===== src/rtl/dso_pkg.sv =====
// Shared types and constants for the sample-capture path.
package dso_pkg;

  localparam int unsigned DEPTH    = 512;
  localparam int unsigned AW       = 9;
  localparam int unsigned WR_PULSE = 2;

  typedef enum logic [2:0] {
    IDLE,
    PRE,
    ARMED,
    POST,
    DONE
  } cap_state_t;

endpackage


===== src/rtl/trig_detect.sv =====
// Combinational trigger compare: reports a threshold crossing between the
// previous and current sample in the selected direction.
module trig_detect #(
  parameter int unsigned W = 8
) (
  input  logic [W-1:0] prev_i,
  input  logic [W-1:0] smpl_i,
  input  logic [W-1:0] level_i,
  input  logic         edge_i,
  input  logic         prev_vld_i,
  output logic         hit_o
);

  logic rise;
  logic fall;

  assign rise  = (prev_i < level_i) && (smpl_i >= level_i);
  assign fall  = (prev_i > level_i) && (smpl_i <= level_i);
  assign hit_o = prev_vld_i && (edge_i ? rise : fall);

endmodule


===== src/rtl/capture_ctrl.sv =====
// Acquisition controller: writes the strobed ADC stream into the sample RAM as
// a circular buffer, detects the trigger and stops after trig_pos more samples.
module capture_ctrl #(
  parameter int unsigned DEPTH = dso_pkg::DEPTH,
  parameter int unsigned AW    = dso_pkg::AW
) (
  input  logic          clk,
  input  logic          rst_n,
  input  logic          arm,
  input  logic          smpl_vld,
  input  logic [7:0]    smpl,
  input  logic [7:0]    trig_level,
  input  logic          trig_edge,
  input  logic [AW-1:0] trig_pos,
  input  logic          force_trig,
  output logic          ram_en,
  output logic          ram_we,
  output logic [AW-1:0] ram_addr,
  output logic [7:0]    ram_wdata,
  output logic          busy,
  output logic          triggered,
  output logic          done,
  output logic [AW-1:0] trig_addr
);
  import dso_pkg::*;

  localparam int unsigned PLW      = (WR_PULSE > 1) ? $clog2(WR_PULSE) : 1;
  localparam logic [AW:0] LAST_IDX = (AW+1)'(DEPTH - 1);

  cap_state_t    state_q;
  logic [AW-1:0] wptr_q, post_cnt_q, trig_pos_q, trig_addr_q, ram_addr_q;
  logic [AW:0]   pre_cnt_q;
  logic [7:0]    level_q, prev_q, ram_wdata_q;
  logic          edge_q, prev_vld_q, force_seen_q, done_pend_q;
  logic          ram_en_q, busy_q, triggered_q, done_q;
  logic [PLW-1:0] pulse_left_q;

  logic          capturing, accept, hit, trig_now, pulse_end;
  logic [AW-1:0] wptr_d, post_cnt_d;
  logic [AW:0]   pre_cnt_d, pre_thr, arm_thr;

  trig_detect #(.W(8)) u_trig_detect (
    .prev_i     (prev_q),
    .smpl_i     (smpl),
    .level_i    (level_q),
    .edge_i     (edge_q),
    .prev_vld_i (prev_vld_q),
    .hit_o      (hit)
  );

  assign capturing  = state_q inside {PRE, ARMED, POST};
  assign accept     = smpl_vld && capturing && !arm;
  assign wptr_d     = wptr_q + 1'b1;
  assign post_cnt_d = post_cnt_q + 1'b1;
  assign pre_cnt_d  = (&pre_cnt_q) ? pre_cnt_q : pre_cnt_q + 1'b1;
  assign pre_thr    = LAST_IDX - {1'b0, trig_pos_q};
  assign arm_thr    = LAST_IDX - {1'b0, trig_pos};
  assign trig_now   = hit || force_seen_q || force_trig;
  assign pulse_end  = ram_en_q && (pulse_left_q == '0);

  always_ff @(posedge clk or negedge rst_n) begin
    if (!rst_n) begin
      state_q      <= IDLE;
      wptr_q       <= '0;
      post_cnt_q   <= '0;
      pre_cnt_q    <= '0;
      trig_pos_q   <= '0;
      trig_addr_q  <= '0;
      ram_addr_q   <= '0;
      ram_wdata_q  <= '0;
      level_q      <= '0;
      prev_q       <= '0;
      edge_q       <= 1'b0;
      prev_vld_q   <= 1'b0;
      force_seen_q <= 1'b0;
      done_pend_q  <= 1'b0;
      ram_en_q     <= 1'b0;
      busy_q       <= 1'b0;
      triggered_q  <= 1'b0;
      done_q       <= 1'b0;
      pulse_left_q <= '0;
    end else begin
      // The write pulse ignores arm so an in-flight RAM write always completes.
      if (accept) begin
        ram_en_q     <= 1'b1;
        ram_addr_q   <= wptr_q;
        ram_wdata_q  <= smpl;
        pulse_left_q <= PLW'(WR_PULSE - 1);
      end else if (ram_en_q) begin
        if (pulse_left_q == '0) ram_en_q <= 1'b0;
        else                    pulse_left_q <= pulse_left_q - 1'b1;
      end

      if (arm) begin
        wptr_q       <= '0;
        pre_cnt_q    <= '0;
        post_cnt_q   <= '0;
        triggered_q  <= 1'b0;
        done_q       <= 1'b0;
        done_pend_q  <= 1'b0;
        prev_vld_q   <= 1'b0;
        force_seen_q <= 1'b0;
        level_q      <= trig_level;
        edge_q       <= trig_edge;
        trig_pos_q   <= trig_pos;
        busy_q       <= 1'b1;
        state_q      <= (arm_thr == '0) ? ARMED : PRE;
      end else begin
        // done waits for the last write pulse to finish before it is reported.
        if (pulse_end && done_pend_q) begin
          done_q      <= 1'b1;
          busy_q      <= 1'b0;
          done_pend_q <= 1'b0;
        end
        if (accept) begin
          wptr_q     <= wptr_d;
          prev_q     <= smpl;
          prev_vld_q <= 1'b1;
        end
        unique case (state_q)
          PRE: begin
            if (accept) begin
              pre_cnt_q <= pre_cnt_d;
              if (pre_cnt_d >= pre_thr) state_q <= ARMED;
            end
          end
          ARMED: begin
            if (force_trig) force_seen_q <= 1'b1;
            if (accept && trig_now) begin
              trig_addr_q <= wptr_q;
              triggered_q <= 1'b1;
              post_cnt_q  <= '0;
              if (trig_pos_q == '0) begin
                state_q     <= DONE;
                done_pend_q <= 1'b1;
              end else begin
                state_q <= POST;
              end
            end
          end
          POST: begin
            if (accept) begin
              post_cnt_q <= post_cnt_d;
              if (post_cnt_d == trig_pos_q) begin
                state_q     <= DONE;
                done_pend_q <= 1'b1;
              end
            end
          end
          default: ;
        endcase
      end
    end
  end

  assign ram_en    = ram_en_q;
  assign ram_we    = ram_en_q;
  assign ram_addr  = ram_addr_q;
  assign ram_wdata = ram_wdata_q;
  assign busy      = busy_q;
  assign triggered = triggered_q;
  assign done      = done_q;
  assign trig_addr = trig_addr_q;

endmodule


===== config.mk =====
export PLATFORM = sky130hd
export DESIGN_NAME = capture_ctrl
export DESIGN_NICKNAME = d
export VERILOG_FILES = /design/src/rtl/dso_pkg.sv /design/src/rtl/trig_detect.sv /design/src/rtl/capture_ctrl.sv
export SDC_FILE = /design/constraint.sdc
export NUM_CORES = 1
export LEC_CHECK = 0
export BUFFER_PORTS_ARGS = -buffer_cell sky130_fd_sc_hd__buf_2
export CAP_MARGIN = 20
export CORE_ASPECT_RATIO = 1.75
export CORE_MARGIN = 4
export CORE_UTILIZATION = 45
export DETAILED_ROUTE_END_ITERATION = 12
export MAX_ROUTING_LAYER = met4
export PLACE_DENSITY_LB_ADDON = 0.05
export SKIP_CTS_REPAIR_TIMING = 1
export SYNTH_ARGS = -nofsm -noshare
export SYNTH_HDL_FRONTEND = slang
export SYNTH_SLANG_ARGS = --single-unit

===== constraint.sdc =====
create_clock -name clk -period 7.05 [get_ports clk]
set_input_delay 1.0575 -clock clk [delete_from_list [all_inputs] [get_ports clk]]
set_output_delay 1.0575 -clock clk [all_outputs]
set_load 0.02 [all_outputs]

==> metrics <==
routed via count=approximately 3700; CP cell instances=ha_1 > nand3_1 > nor2_1 > nand3_1 > nand4_1 > nor2_1 > xor2_1 > ha_1 > nand4_1 > a211oi_1 > nor2_1 > a31oi_1 > o41ai_1 > o21ai_0 > o31ai_1; critical path required time=around 7200 ps; Finish-stage setup viols=0; max_slew headroom=between 40 and 50%; Top Ports=62; 1st-iter DRT viols=about 110; Longest Clk Path Bufs=2; slowest CP cell=dfrtp_1; outcome=finished, final reports clean; Met2 Routed Length=slightly below 6000 µm; share of cells above drive strength 1=~19%; Vert. Die Dim=about 140 µm; Worst Path Class, Setup=reg2reg; Tmin final=3460 ps; crit path launch=pre_cnt_q[0]$_DFFE_PN0P_; met3 wire len=~290 µm; Fin Setup TNS=0 ps; aggregate routed wire length=10700 µm; RR Startpoint=pre_cnt_q[0]$_DFFE_PN0P_; post-route cell area=0.00527 mm²; Leak=roughly 2.6 nW; first-pass GRT wire length=18200 µm; H-tree lvl count=3; buffers added on ports=61; Syn Area/Cell=approximately 9.5 µm²; Placed Area=between 0.004 and 0.005 mm²; final-stage net count=between 500 and 600; main flop type after synthesis=dfrtp_1; initial antenna violation count=0; row cnt=48; FF+latch count, synth=83; die area=around 0.012 mm²; Tightest Pin Transition=a little under 800 ps; worst-case reg-to-reg path depth=15; Final Skew=13.5 ps; Data arrival, critical path=approximately 3700 ps; setup slack on the worst flop-to-flop path=3590 ps; clk slew on worst S/H paths=around 60 ps; Critical Path End=state_q[1]$_DFFE_PN0P_; die width=84.2 µm; CTS tree=built; pin count of the biggest net entering global routing=84; top sig layer=met4; delay of the slowest critical-path stage=roughly 420 ps; Metal-1 WL=4210 µm; Synth Net Count=543; CTS root buf=clkbuf_16; wire per inst=roughly 16 µm; Worst Setup End Kind=flip-flop; final hold violation count=0; mapped cell area=around 0.0046 mm²; Post-DP HPWL=7770 µm; DRT Pass-1 Iters=4; YS warnings=0; Max Freq=0.289 GHz; vias in the first global route=roughly 3800; post-synthesis sequential area ratio=between 40% and 50%; period utilisation layout=about half; initial core utilization=between 40% and 50%; Slew Viols, Final=0; total grt overflow=0; Peak VDD IR=about 190 µV; hold crit path type=reg2reg; clk sink count=83; core footprint=0.00991 mm²; power density over the cells=281 mW/mm²; RSZ-0062 raised after global routing=false; area grow syn2layout=15.1%; Worst Path Max Fanout=7; most used cell, CP=nor2_1; reg2reg end=state_q[1]$_DFFE_PN0P_; Worst-Skew Late Latency=around 340 ps; Post-Synthesis Cells=approximately 480; Remaining DRCs=0; Critical Path Source Type=flip-flop; MaxCap Viol Count=0; routability cong.=approximately 0.85; Post-synth EDFFs=0; total CTS buffers=9; antenna-violating nets left=0; number of vias per cell=5.47; Synth async-reset ratio=100%; GRT Total Usage=between 10% and 20%; # diodes=0; Synth cell types=51
[cells in the mapped netlist (12+ instances only)]
cell type	number	area, µm²
a21oi_1	21	105
clkbuf_1	15	56.3
dfrtp_1	83	2080
ha_1	28	350
inv_1	16	60.1
mux2_2	12	135
nand2_1	91	342
nand3_1	20	100
nand4_1	12	75.1
nor2_1	41	154
nor3_1	12	60.1
o21ai_0	17	85.1
xnor2_1	14	123
xor2_1	13	114
[final cells by class]
type | count | area (µm²)
inverter | 17 | 63.8
fill | 931 | 4640
clock buffer | 11 | 233
sequential | 83 | 2080
clock inverter | 5 | 40.0
timing repair buffer | 64 | 350
tap | 125 | 156
multi-input combinational | 364 | 2350
[cell families (layout without fill, tap and decap cells)]
| kind of cell | Yosys count | in the layout | synth area share [%] |
|---|---|---|---|
| buf+inv | 37 | 97 | 3.31 |
| xor+xnor | 27 | 27 | 5.17 |
| mux | 24 | 24 | 6.56 |
| compound gates | 82 | 82 | 11.8 |
| flops | 83 | 83 | 45.4 |
| simple gates | 203 | 203 | 20.1 |
| fa+ha+maj | 28 | 28 | 7.66 |
[through the flow]
| stage | worst slack [ps] | power [mW] | utilization [%] | cells | hold WS, ps |
|---|---|---|---|---|---|
| finish | 3590 | 1.48 | 53.1 | 669 | 471 |
| global route | 3260 | 1.58 | 53.1 | 669 | 491 |
| CTS | 3570 | 1.50 | 52.9 | 668 | 475 |
| detailed placement | 3450 | 1.06 | 50.1 | 652 | 457 |
| global placement | 3470 | 1.05 | 50.1 | 652 | 457 |
| floorplan | 3930 | 0.919 | - | 484 | 470 |
[power breakdown]
group | internal [mW] | switching, mW
clock network | 0.240 | 0.195
registers | 0.546 | 0.0713
logic | 0.170 | 0.259
[worst min path at each step]
stage | to | cells past startpoint | startpoint
floorplan | force_seen_q$_DFFE_PN0P_ | 2 | force_seen_q$_DFFE_PN0P_
global placement | ram_addr[1]$_DFFE_PN0P_ | 2 | ram_addr[1]$_DFFE_PN0P_
detailed placement | ram_addr[0]$_DFFE_PN0P_ | 2 | ram_addr[0]$_DFFE_PN0P_
CTS | ram_addr[1]$_DFFE_PN0P_ | 2 | ram_addr[1]$_DFFE_PN0P_
global route | ram_addr[1]$_DFFE_PN0P_ | 2 | ram_addr[1]$_DFFE_PN0P_
finish | ram_addr[1]$_DFFE_PN0P_ | 2 | ram_addr[1]$_DFFE_PN0P_
[cell usage in the layout, fill, tap and decap left out, types with 4 or more instances in the layout]
cell	count
dfrtp_1	83
nand4_1	12
a21o_1	8
clkbuf_16	9
ha_1	28
o21ai_0	17
xnor2_1	14
a31oi_1	6
nor2_1	41
buf_2	60
mux2_4	9
a21oi_1	21
nor3_1	12
mux2_2	12
nand3_1	20
inv_1	16
nand2b_1	4
o31ai_1	7
xor2_1	13
nand2_1	91
[sequential cells by signal, summed over array words and instances (netlist names)]
| signal | count |
|---|---|
| trig_pos_q | 9 |
| force_seen_q | 1 |
| post_cnt_q | 9 |
| done_pend_q | 1 |
| prev_q | 8 |
| wptr_q | 9 |
| ram_en | 1 |
| busy | 1 |
| pre_cnt_q | 10 |
| pulse_left_q | 1 |
| trig_addr | 9 |
| ram_addr | 9 |
| triggered | 1 |
| level_q | 8 |
| prev_vld_q | 1 |
| done | 1 |
| state_q | 3 |
| edge_q | 1 |
[critical path: cells and delay by family (launching register included)]
kind	cells	cell delay, ps
simple gates	7	1140
flops	1	420
compound gates	5	1030
xor+xnor	1	150
fa+ha+maj	2	580
[layer usage]
metal / vias to the layer above / track usage [%]
met4: 0 / 7.88
met3: 22 / 3.37
met5: - / -
met2: 66 / 34.8
li1: 1791 / -
met1: 1781 / 21.4
No activity file was read; power rests on OpenSTA's default activity.
